**src/rtl/dpram_rd_frontend_if.sv**
```systemverilog
// Read-side bus bundle for dpram_rd_frontend: request channel, RAM read port and response channel.
// slave is the front end's view; master is the view of the request/RAM/consumer side.
interface dpram_rd_frontend_if #(
  parameter int ADDR_WIDTH = 10,
  parameter int DATA_WIDTH = 64
);
  logic                  REQ_VALID;
  logic [ADDR_WIDTH-1:0] REQ_ADDR;
  logic                  REQ_READY;
  logic                  ARVALID;
  logic [ADDR_WIDTH-1:0] ARADDR;
  logic                  RVALID;
  logic [DATA_WIDTH-1:0] RDATA;
  logic                  RESP_VALID;
  logic [DATA_WIDTH-1:0] RESP_DATA;
  logic                  RESP_READY;

  modport slave (
    input  REQ_VALID, REQ_ADDR, RVALID, RDATA, RESP_READY,
    output REQ_READY, ARVALID, ARADDR, RESP_VALID, RESP_DATA
  );

  modport master (
    output REQ_VALID, REQ_ADDR, RVALID, RDATA, RESP_READY,
    input  REQ_READY, ARVALID, ARADDR, RESP_VALID, RESP_DATA
  );
endinterface

```
**src/rtl/dpram_rd_frontend.sv**
```systemverilog
// Credit-controlled read front end for the dual-port RAM: issues reads, buffers 1-cycle responses in a FIFO.
// Define DPRAM_RD_BYPASS_EN to forward a capture straight to the consumer when the FIFO is empty.
module dpram_rd_frontend #(
  parameter int ADDR_WIDTH = 10,
  parameter int DATA_WIDTH = 64,
  parameter int DEPTH      = 4
) (
  input  logic                         CLK,
  input  logic                         RESET,
  dpram_rd_frontend_if.slave           bus,
  output logic [$clog2(DEPTH+1)-1:0]   OUTSTANDING,
  output logic                         ERR_SPURIOUS
);
  localparam int CW = $clog2(DEPTH + 1);
  localparam int PW = $clog2(DEPTH);

  logic [CW-1:0]         outstanding_q;
  logic [CW-1:0]         occ_q;
  logic [PW-1:0]         wr_ptr_q;
  logic [PW-1:0]         rd_ptr_q;
  logic                  issued_q;
  logic                  err_q;
  logic [DATA_WIDTH-1:0] mem_q [DEPTH];

  logic                  req_ready;
  logic                  accept;
  logic                  capture;
  logic                  fifo_empty;
  logic                  resp_valid;
  logic [DATA_WIDTH-1:0] resp_data;
  logic                  consume;
  logic                  push;
  logic                  fifo_pop;

  // Stage p0: request acceptance and issue to the RAM
  always_comb begin
    req_ready  = (outstanding_q < CW'(DEPTH)) & ~RESET;
    accept     = bus.REQ_VALID & req_ready;
    capture    = bus.RVALID & issued_q;
    fifo_empty = (occ_q == '0);
    resp_valid = 1'b0;
    resp_data  = mem_q[rd_ptr_q];
    consume    = 1'b0;
    push       = 1'b0;
    fifo_pop   = 1'b0;
`ifdef DPRAM_RD_BYPASS_EN
    // An empty FIFO lets the capture reach the consumer in the same cycle.
    resp_valid = (~fifo_empty | capture) & ~RESET;
    resp_data  = fifo_empty ? bus.RDATA : mem_q[rd_ptr_q];
    consume    = resp_valid & bus.RESP_READY;
    push       = capture & ~(fifo_empty & bus.RESP_READY);
    fifo_pop   = consume & ~fifo_empty;
`else
    resp_valid = ~fifo_empty & ~RESET;
    consume    = resp_valid & bus.RESP_READY;
    push       = capture;
    fifo_pop   = consume;
`endif
  end

  assign bus.REQ_READY  = req_ready;
  assign bus.ARVALID    = accept;
  assign bus.ARADDR     = bus.REQ_ADDR;
  assign bus.RESP_VALID = resp_valid;
  assign bus.RESP_DATA  = resp_data;
  assign OUTSTANDING    = outstanding_q;
  assign ERR_SPURIOUS   = err_q;

  // Stage p1: response capture, credit and pointer bookkeeping
  always_ff @(posedge CLK) begin
    if (RESET) begin
      outstanding_q <= '0;
      occ_q         <= '0;
      wr_ptr_q      <= '0;
      rd_ptr_q      <= '0;
      issued_q      <= 1'b0;
      err_q         <= 1'b0;
    end else begin
      issued_q <= accept;
      if (bus.RVALID & ~issued_q)
        err_q <= 1'b1;
      case ({accept, consume})
        2'b10:   outstanding_q <= outstanding_q + CW'(1);
        2'b01:   outstanding_q <= outstanding_q - CW'(1);
        default: outstanding_q <= outstanding_q;
      endcase
      case ({push, fifo_pop})
        2'b10:   occ_q <= occ_q + CW'(1);
        2'b01:   occ_q <= occ_q - CW'(1);
        default: occ_q <= occ_q;
      endcase
      // DEPTH is a power of two, so the pointers wrap by natural overflow.
      if (push)
        wr_ptr_q <= wr_ptr_q + PW'(1);
      if (fifo_pop)
        rd_ptr_q <= rd_ptr_q + PW'(1);
    end
  end

  // Storage carries data only and is not reset.
  always_ff @(posedge CLK) begin
    if (push)
      mem_q[wr_ptr_q] <= bus.RDATA;
  end
endmodule

```
**src/flat_wrapper.sv**
```systemverilog
// flat-port wrapper written by rule: the top's interface ports become plain ports
module dpram_rd_frontend_flat 
#(
  parameter int ADDR_WIDTH = 10,
  parameter int DATA_WIDTH = 64,
  parameter int DEPTH      = 4
)
  (CLK, RESET, OUTSTANDING, ERR_SPURIOUS, bus_REQ_VALID, bus_REQ_ADDR, bus_RVALID, bus_RDATA, bus_RESP_READY, bus_REQ_READY, bus_ARVALID, bus_ARADDR, bus_RESP_VALID, bus_RESP_DATA);
  dpram_rd_frontend_if #(.ADDR_WIDTH(ADDR_WIDTH), .DATA_WIDTH(DATA_WIDTH)) bus_i ();
  input  logic CLK;
  input  logic RESET;
  output logic [$clog2(DEPTH+1)-1:0] OUTSTANDING;
  output logic ERR_SPURIOUS;
  input wire logic [$bits(bus_i.REQ_VALID)-1:0] bus_REQ_VALID;
  input wire logic [$bits(bus_i.REQ_ADDR)-1:0] bus_REQ_ADDR;
  input wire logic [$bits(bus_i.RVALID)-1:0] bus_RVALID;
  input wire logic [$bits(bus_i.RDATA)-1:0] bus_RDATA;
  input wire logic [$bits(bus_i.RESP_READY)-1:0] bus_RESP_READY;
  output wire logic [$bits(bus_i.REQ_READY)-1:0] bus_REQ_READY;
  output wire logic [$bits(bus_i.ARVALID)-1:0] bus_ARVALID;
  output wire logic [$bits(bus_i.ARADDR)-1:0] bus_ARADDR;
  output wire logic [$bits(bus_i.RESP_VALID)-1:0] bus_RESP_VALID;
  output wire logic [$bits(bus_i.RESP_DATA)-1:0] bus_RESP_DATA;
  assign bus_i.REQ_VALID = bus_REQ_VALID;
  assign bus_i.REQ_ADDR = bus_REQ_ADDR;
  assign bus_i.RVALID = bus_RVALID;
  assign bus_i.RDATA = bus_RDATA;
  assign bus_i.RESP_READY = bus_RESP_READY;
  assign bus_REQ_READY = bus_i.REQ_READY;
  assign bus_ARVALID = bus_i.ARVALID;
  assign bus_ARADDR = bus_i.ARADDR;
  assign bus_RESP_VALID = bus_i.RESP_VALID;
  assign bus_RESP_DATA = bus_i.RESP_DATA;
  dpram_rd_frontend #(.ADDR_WIDTH(ADDR_WIDTH), .DATA_WIDTH(DATA_WIDTH), .DEPTH(DEPTH)) u_core (.CLK(CLK), .RESET(RESET), .bus(bus_i), .OUTSTANDING(OUTSTANDING), .ERR_SPURIOUS(ERR_SPURIOUS));
endmodule
```
**config.mk**
```make
export PLATFORM = sky130hd
export DESIGN_NAME = dpram_rd_frontend_flat
export DESIGN_NICKNAME = d
export VERILOG_FILES = /design/src/rtl/dpram_rd_frontend_if.sv /design/src/rtl/dpram_rd_frontend.sv /design/src/flat_wrapper.sv
export SDC_FILE = /design/constraint.sdc
export NUM_CORES = 1
export LEC_CHECK = 0
export ABC_AREA = 1
export CAP_MARGIN = 10
export CORE_ASPECT_RATIO = 0.7
export CORE_UTILIZATION = 38
export DETAILED_ROUTE_END_ITERATION = 6
export SKIP_CTS_REPAIR_TIMING = 1
export SLEW_MARGIN = 20
export SYNTH_ARGS = -nofsm -noshare
export SYNTH_HDL_FRONTEND = slang
export SYNTH_SLANG_ARGS = --single-unit
```
**constraint.sdc**
```tcl
create_clock -name CLK -period 4.5 [get_ports CLK]
set_input_delay 0.45 -clock CLK [delete_from_list [all_inputs] [get_ports CLK]]
set_output_delay 0.45 -clock CLK [all_outputs]
set_load 0.02 [all_outputs]
```
==> impl_metrics.json, run 1 <==
{
  "status": "completed",
  "hold_viol": 0,
  "yosysSeqAreaShare_pct": 77.6,
  "post-route-util_pct": 48.7,
  "place_congestion": 0.702,
  "crit_arrival_ns": 3.20,
  "total_power_uw": 5390,
  "core_um2": 26100,
  "fin_nets": 939,
  "irDropWorstVdd_mv": 0.264,
  "max_freq_ghz": 0.274,
  "start_util_pct": 39.3,
  "synthTopCellsByArea": "edfxtp_1 75%, nor2_1 5.2%, o22ai_1 3.9%",
  "ys_async_sr_fraction_pct": 0,
  "drive_gt1_share_pct": 6.19,
  "synth_top_area_share_pct": 74.8,
  "ys.flop_type": "edfxtp_1",
  "h-tree-depth": 1,
  "reg2reg_depth": 3,
  "powerDensity_nw_per_um2": 424,
  "p_leak_uw": 0.00423,
  "hpwl_um": 12000,
  "port_buffers": 139,
  "overflow": 0,
  "final.setup.tns_ns": 0,
  "antenna_found_initial": 3,
  "period_needed_ns": 3.65,
  "critPathSlowestCell": "inv_4",
  "whs_ns": 0.475,
  "drt-total-wl_um": 21700,
  "row_count": 49,
  "clock_latency_ns": 0.52,
  "post_drt_wl_per_cell_um": 17.6,
  "mostFrequentLayoutCell": "edfxtp_1",
  "yosysWarnings": 0,
  "die-area_um2": 27700,
  "r2r-end": "u_core.mem_q[2][13]$_DFFE_PP_",
  "synth_nets": 813,
  "startpoint_type": "flip-flop",
  "slew-limit-headroom_pct": 33.3,
  "clkSlewWorstSetupHoldPaths_ns": 0.06,
  "synth-edff-count": 256,
  "min_from": "u_core.rd_ptr_q[0]$_SDFFE_PP0P_",
  "cap_viol_max_count": 0,
  "tritoncts": "yes",
  "num_io_pins": 160,
  "die_x_um": 199,
  "grt_pass1_wl_um": 33300,
  "hold_path.class": "reg2reg",
  "critical_path_class": "reg2out",
  "r2r-start": "u_core.issued_q$_SDFF_PP0_",
  "ys_ff_latch": 270,
  "yosysUniqueCellTypes": 20,
  "yosysTopAreaCell": "edfxtp_1",
  "worst_pin_slew_ns": 1.00,
  "rsz0062_at_grt": "no",
  "fin_crit_sh_pct": 81.1,
  "fin_ws_ns": 0.851,
  "routed_via_density": 4.88,
  "avgSynthCellArea_um2": 14.2,
  "die_y_um": 140,
  "ant_nets": 0,
  "drc": 0,
  "numCtsBuffers": 26,
  "vias": 6004,
  "place_ws_ns": 1.36,
  "grt_start_max_net_pins": 73,
  "drtPass1Iterations": 4,
  "drt-initial-drc-count": 342,
  "syn_area_um2": 10300,
  "crit_end": "bus_RESP_DATA[22]",
  "grt_use_total_pct": 15.4,
  "cts_sinks": 270,
  "reg2reg_slack_ns": 2.43,
  "setup_violations": 0,
  "cp.required_ns": 4.05,
  "finClkSkew_ns": 0.0171,
  "syn_to_final_growth_pct": 23.7,
  "cts_buffer_depth": 3,
  "maxSlewViolCount": 0,
  "final_cell_mix": "256 x edfxtp_1, 139 x clkdlybuf4s50_1, 138 x nor2_1",
  "end_kind": "output port",
  "cp_max_fo": 72,
  "slowest_delay_ns": 0.66,
  "postSynthCellCount": 726,
  "crit_chain": "inv_4 -> buf_4 -> nor2_1 -> o22ai_1 -> clkdlybuf4s50_1",
  "cts-root-buf": "clkbuf_16",
  "grt_pass1_vias": 5819
}
==> critical path: cells and delay by family, from the launching register on <==
family | cells | cell delay (ns)
AOI/OAI and AO/OA | 1 | 0.25
buffers and inverters | 3 | 1.80
DFF | 1 | 0.52
and+or+nand+nor | 1 | 0.07
==> registers in the layout, summed over array words and instances (netlist names), named ones only <==
register	flops
u_core.wr_ptr_q	2
u_core.ERR_SPURIOUS	1
u_core.mem_q	256
u_core.rd_ptr_q	2
u_core.OUTSTANDING	3
u_core.occ_q	3
u_core.issued_q	1
==> routing by layer <==
layer	vias up	part of all wire, %	GRT usage [%]
li1	2937	-	-
met4	4	1.8	3.28
met5	-	0.13	0
met3	38	5.3	3.39
met2	133	44	22.8
met1	2892	49	23.3
==> report_power, final <==
| group | leakage (uW) | internal, uW | switching [uW] | total (uW) |
|---|---|---|---|---|
| Sequential | 0.00243 | 2790 | 22.7 | 2810 |
| Clock | 0.000405 | 1230 | 876 | 2110 |
| Combinational | 0.00139 | 208 | 270 | 478 |
| Total | 0.00423 | 4230 | 1170 | 5390 |
==> synthesized netlist by cell type, types with 2 or more instances <==
master and number:
dfxtp_1 14, buf_2 2, o22ai_1 64, nand3_1 3
nand2_1 16, ha_1 6, o21ai_1 56, clkbuf_2 3
inv_1 25, a21oi_1 9, nor2_1 142, edfxtp_1 256
o21ai_0 78, buf_6 13, buf_4 16, fa_1 2
clkbuf_1 18
==> how the worst min path moves through the flow <==
stage               slack (ns)                                to  cells after the start
floorplan                 0.45                         flip-flop                      2
global placement          0.46   u_core.rd_ptr_q[0]$_SDFFE_PP0P_                      2
detailed placement        0.47   u_core.rd_ptr_q[0]$_SDFFE_PP0P_                      2
CTS                       0.48   u_core.rd_ptr_q[0]$_SDFFE_PP0P_                      2
global route              0.50  u_core.ERR_SPURIOUS$_SDFFE_PP0P_                      2
finish                    0.47   u_core.rd_ptr_q[0]$_SDFFE_PP0P_                      2
==> metrics by stage <==
stage / cell area (um2) / instances
final: 12700 / 1230
after global routing: 12700 / 1229
after CTS: 12700 / 1229
after detailed placement: 11900 / 1181
after global placement: 11900 / 1181
after floorplan: 10300 / 726
==> cells by family (layout without fill, tap and decap cells) <==
logic type	Yosys count	after routing	share of synthesized area, %
flip-flops	270	270	77.6
other	0	1	0
AND/OR/NAND/NOR	162	162	5.98
buffers and inverters	79	225	4.48
AO/OA/AOI/OAI	207	207	10.9
adder cells (fa/ha/maj)	8	8	1.12
==> final cells by class <==
type                       count  area, um2
fill                        2296      13400
sequential                   270       7970
multi-input combinational    377       1880
timing repair buffer         150       1490
clock buffer                  37        723
tap                          357        447
inverter                      27        104
clock inverter                11        100
antenna                        1       2.50
Power figures use the tool's default switching activity.
==> inputs of run 2 (changes only) <==
==> constraint.sdc (replaced) <==
create_clock -name CLK -period 3.2 [get_ports CLK]
set_input_delay 0.32 -clock CLK [delete_from_list [all_inputs] [get_ports CLK]]
set_output_delay 0.32 -clock CLK [all_outputs]
set_load 0.02 [all_outputs]
==> run 2 against run 1 <==
Compared with the run above: clock skew down 0.0092 ns; sequential power up 40%; sequential share of layout area down 0.60 points; register-to-register slack worse by 1.1 ns; final cell count up 0.49%; via count up 2.3%; count of clock-buffer cells in the layout down 4; setup slack worse by 0.55 ns; worst hold slack worse by 0.066 ns; global-route usage up 0.16 points; clock power up 44%; design area up 0.97%; critical path type unchanged; largest power group unchanged.
==> impl_metrics.json, run 2 (synthesis results as in run 1) <==
{
  "routed_via_density": 4.97,
  "seqPwrFrac_pct": 51.3,
  "syn_to_final_growth_pct": 24.9,
  "cp.required_ns": 2.88,
  "powerDensity_nw_per_um2": 598,
  "period_needed_ns": 2.90,
  "drc": 0,
  "drtPass1Iterations": 5,
  "worst_pin_slew_ns": 0.563,
  "grt_pass1_wl_um": 33300,
  "fin_nets": 946,
  "r2r-start": "u_core.issued_q$_SDFF_PP0_",
  "grt_start_max_net_pins": 129,
  "hold_path.class": "in2reg",
  "largest_reg_flops": 256,
  "port_buffers": 139,
  "finClkSkew_ns": 0.00798,
  "die-area_um2": 27700,
  "row_count": 49,
  "grt_use_total_pct": 15.6,
  "drt-total-wl_um": 22000,
  "grt_pass1_vias": 5813,
  "overflow": 0,
  "drt-initial-drc-count": 446,
  "die_y_um": 140,
  "drive_gt1_share_pct": 7.28,
  "clkSlewWorstSetupHoldPaths_ns": 0.07,
  "post-route-util_pct": 49.1,
  "irDropWorstVdd_mv": 0.485,
  "clock_latency_ns": 0.52,
  "vias": 6144,
  "fin_crit_sh_pct": 90.6,
  "cp_max_fo": 49,
  "place_congestion": 0.730,
  "num_antenna_cells": 0,
  "whs_ns": 0.408,
  "crit_end": "bus_RESP_DATA[36]",
  "cts-root-buf": "clkbuf_16",
  "core_um2": 26100,
  "status": "completed",
  "pwr-share-comb_pct": 9.1,
  "maxSlewViolCount": 0,
  "r2r-end": "u_core.occ_q[2]$_SDFFE_PP0P_",
  "cap_viol_max_count": 0,
  "start_util_pct": 39.3,
  "p_leak_uw": 0.00429,
  "ant_nets": 0,
  "hpwl_um": 12500,
  "reg2reg_slack_ns": 1.29,
  "numCtsBuffers": 26,
  "cts_sinks": 270,
  "p_sw_uw": 1670,
  "swShare_pct": 21.8,
  "max_freq_ghz": 0.345,
  "nFillCells": 2295,
  "end_kind": "output port",
  "final.setup.tns_ns": 0,
  "intPower_uw": 6000,
  "crit_arrival_ns": 2.58,
  "num_io_pins": 160,
  "top_register": "u_core.mem_q",
  "startpoint_type": "flip-flop",
  "mostFrequentLayoutCell": "edfxtp_1",
  "reg2reg_depth": 10,
  "antenna_found_initial": 2,
  "tritoncts": "yes",
  "post_drt_wl_per_cell_um": 17.8,
  "final_cell_mix": "256 x edfxtp_1, 139 x clkdlybuf4s50_1, 138 x nor2_1",
  "slew-limit-headroom_pct": 62.4,
  "cts_buffer_depth": 3,
  "setup_violations": 0,
  "hold_viol": 0,
  "p_clk_share_pct": 39.6,
  "rsz0062_at_grt": "no",
  "h-tree-depth": 1,
  "critical_path_class": "reg2out",
  "die_x_um": 199
}
## run 2: power by group through the flow
stage	clock [uW]	combinational [uW]	sequential, uW
2_1_floorplan	0	365	4020
3_3_place_gp	0	704	4010
3_5_place_dp	0	707	4010
4_1_cts	3110	710	3940
5_1_grt	3250	758	3940
6_report	3040	701	3940
## run 2: critical path, stage by stage, from the launching register on
cell	delay [ns]
dfxtp_4	0.36
inv_4	0.42
buf_4	0.36
nor2_1	0.07
o22ai_1	0.20
clkdlybuf4s50_1	0.64
## run 2: worst min-delay path by stage
stage                     cells past startpoint  slack, ns                          endpoint                             start
final                                         3       0.41        u_core.issued_q$_SDFF_PP0_                     bus_REQ_VALID
after global routing                          1       0.42     u_core.mem_q[1][12]$_DFFE_PP_                     bus_RDATA[12]
after CTS                                     3       0.39        u_core.issued_q$_SDFF_PP0_                     bus_REQ_VALID
after detailed placement                      2       0.46  u_core.ERR_SPURIOUS$_SDFFE_PP0P_  u_core.ERR_SPURIOUS$_SDFFE_PP0P_
after global placement                        2       0.47   u_core.rd_ptr_q[0]$_SDFFE_PP0P_   u_core.rd_ptr_q[0]$_SDFFE_PP0P_
after floorplan                               1       0.39  u_core.ERR_SPURIOUS$_SDFFE_PP0P_                             RESET
## run 2: routing by layer
| layer | track usage, % | vias to the layer above | share of wire (%) |
|---|---|---|---|
| li1 | - | 2946 | - |
| met1 | 23.9 | 2989 | 49 |
| met2 | 22.8 | 169 | 43 |
| met3 | 3.47 | 36 | 6.5 |
| met4 | 2.91 | 4 | 1.4 |
| met5 | 0 | - | 0.12 |
## run 2: cell type report
type | count | area [um2] | share of cell area (%)
repair buffers | 157 | 1590 | 12.4
multi-input cells | 377 | 1880 | 14.6
clock buffers | 33 | 698 | 5.44
inverters | 27 | 104 | 0.809
clock inverters | 15 | 148 | 1.15
flip-flops and latches | 270 | 7970 | 62.1
well taps | 357 | 447 | 3.48
## run 2: stage by stage
stage	total power [uW]	worst slack, ns	cells	area [um2]
after floorplan	4380	0.524	726	10300
after global placement	4720	0.772	1188	12000
after detailed placement	4720	0.702	1188	12000
after CTS	7760	0.235	1236	12800
after global routing	7950	0.123	1236	12800
final	7680	0.300	1236	12800
==> inputs of run 3 (changes only) <==
--- a/config.mk
+++ b/config.mk
@@ -7,7 +7,7 @@
 export LEC_CHECK = 0
 export ABC_AREA = 1
 export CAP_MARGIN = 10
-export CORE_ASPECT_RATIO = 0.7
+export CORE_ASPECT_RATIO = 1.4
 export CORE_UTILIZATION = 38
 export DETAILED_ROUTE_END_ITERATION = 6
 export SKIP_CTS_REPAIR_TIMING = 1
==> run 3 against run 2 <==
Compared with the run above: clock power grew 1%; register-to-register slack is essentially flat; global-route usage shrank 0.21 points; final cell count shrank 0.16%; count of clock-buffer cells in the layout shrank 6; sequential share of layout area shrank 0.13 points; design area grew 0.20%; core utilization shrank 0.36 points; setup slack lost 0.088 ns; via count shrank 0.33%; total power grew 0.52%; largest cell class unchanged.
==> impl_metrics.json, run 3 (synthesis results as in run 1) <==
{
  "status": "completed",
  "place_congestion": 0.724,
  "port_buffers": 139,
  "hold_path.class": "in2reg",
  "core_um2": 26400,
  "fin_nets": 942,
  "fin_ws_ns": 0.212,
  "tritoncts": "yes",
  "maxSlewViolCount": 0,
  "max_freq_ghz": 0.335,
  "die-area_um2": 27700,
  "crit_arrival_ns": 2.67,
  "p_leak_uw": 0.00428,
  "critical_path_class": "reg2out",
  "overflow": 0,
  "drive_gt1_share_pct": 7.22,
  "drc": 0,
  "irDropWorstVdd_mv": 0.334,
  "top_register": "u_core.mem_q",
  "grt_pass1_wl_um": 32600,
  "total_power_uw": 7720,
  "drt-initial-drc-count": 302,
  "row_count": 70,
  "cts_buffer_depth": 3,
  "finClkSkew_ns": 0.00774,
  "grt_use_total_pct": 15.4,
  "end_kind": "output port",
  "syn_to_final_growth_pct": 25.2,
  "powerDensity_nw_per_um2": 600,
  "period_needed_ns": 2.99,
  "routed_via_density": 4.96,
  "cts_sinks": 270,
  "cp.required_ns": 2.88,
  "hold_viol": 0,
  "hpwl_um": 12100,
  "largest_reg_flops": 256,
  "cts-root-buf": "clkbuf_16",
  "drtPass1Iterations": 6,
  "worst_pin_slew_ns": 0.592,
  "die_y_um": 197,
  "slew-limit-headroom_pct": 60.6,
  "cp_max_fo": 46,
  "cap_viol_max_count": 0,
  "start_util_pct": 39.0,
  "antenna_found_initial": 2,
  "numCtsBuffers": 25,
  "rsz0062_at_grt": "no",
  "h-tree-depth": 1,
  "ant_nets": 0,
  "final.setup.tns_ns": 0,
  "place_ws_ns": 0.759,
  "drt-total-wl_um": 21500,
  "vias": 6124,
  "grt_pass1_vias": 6058,
  "clock_latency_ns": 0.50,
  "startpoint_type": "flip-flop",
  "setup_violations": 0,
  "grt_start_max_net_pins": 65,
  "post_drt_wl_per_cell_um": 17.4,
  "final_cell_mix": "256 x edfxtp_1, 139 x clkdlybuf4s50_1, 138 x nor2_1",
  "clkSlewWorstSetupHoldPaths_ns": 0.07,
  "num_io_pins": 160,
  "die_x_um": 141,
  "fin_crit_sh_pct": 93.4,
  "mostFrequentLayoutCell": "edfxtp_1"
}
[run 3: cell count changes in the layout (fill, tap and decap cells not counted), sizes merged]
| cell | change |
|---|---|
| diode | +2 |
| clkinv | -1 |
| clkinvlp | +1 |
| bufinv | +2 |
| buf | -3 |
| clkbuf | -6 |
[run 3: per-layer routing]
layer	global-route usage [%]	part of all wire [%]	up-vias
li1	-	-	2932
met1	18.3	41	3019
met2	27.7	52	141
met3	2.60	4.6	32
met4	5.92	2.6	0
met5	0	0	-
[run 3: layout make-up]
cell class              count  area [um2]
well taps                 360         450
repair buffers            154        1590
multi-input cells         377        1880
diodes                      2        5.00
fillers                  2220       13500
clock inverters            17         228
inverters                  27         104
clock buffers              27         633
flip-flops and latches    270        7970
[run 3: worst paths after layout]
check | slack, ns | startpoint | cells past startpoint | endpoint
worst max-delay path | 0.21 | flip-flop | 5 | bus_RESP_DATA[23]
worst min-delay path | 0.41 | RESET | 2 | u_core.ERR_SPURIOUS$_SDFFE_PP0P_
worst max register to register | 1.29 | u_core.issued_q$_SDFF_PP0_ | 10 | u_core.occ_q[2]$_SDFFE_PP0P_
worst min register to register | 0.50 | u_core.rd_ptr_q[0]$_SDFFE_PP0P_ | 2 | flip-flop
[run 3: worst max-delay path, stage by stage, from the launching register on]
cell and delay (ns):
dfxtp_4 0.41, inv_4 0.42, buf_4 0.28, nor2_1 0.06, o22ai_1 0.27, clkdlybuf4s50_1 0.67
[run 3: metrics by stage]
step	hold slack [ns]	area [um2]	std cells	util, %
detailed placement	0.484	12000	1188	45.5
finish	0.415	12900	1234	48.8
floorplan	0.392	10300	726	-
global route	0.428	12900	1234	48.8
CTS	0.392	12900	1232	48.8
global placement	0.468	12000	1188	45.5
[run 3: report_power, final]
group	internal (uW)	switching (uW)	total (uW)
combinational	303	394	697
clock	1840	1240	3080
sequential	3920	23.0	3940
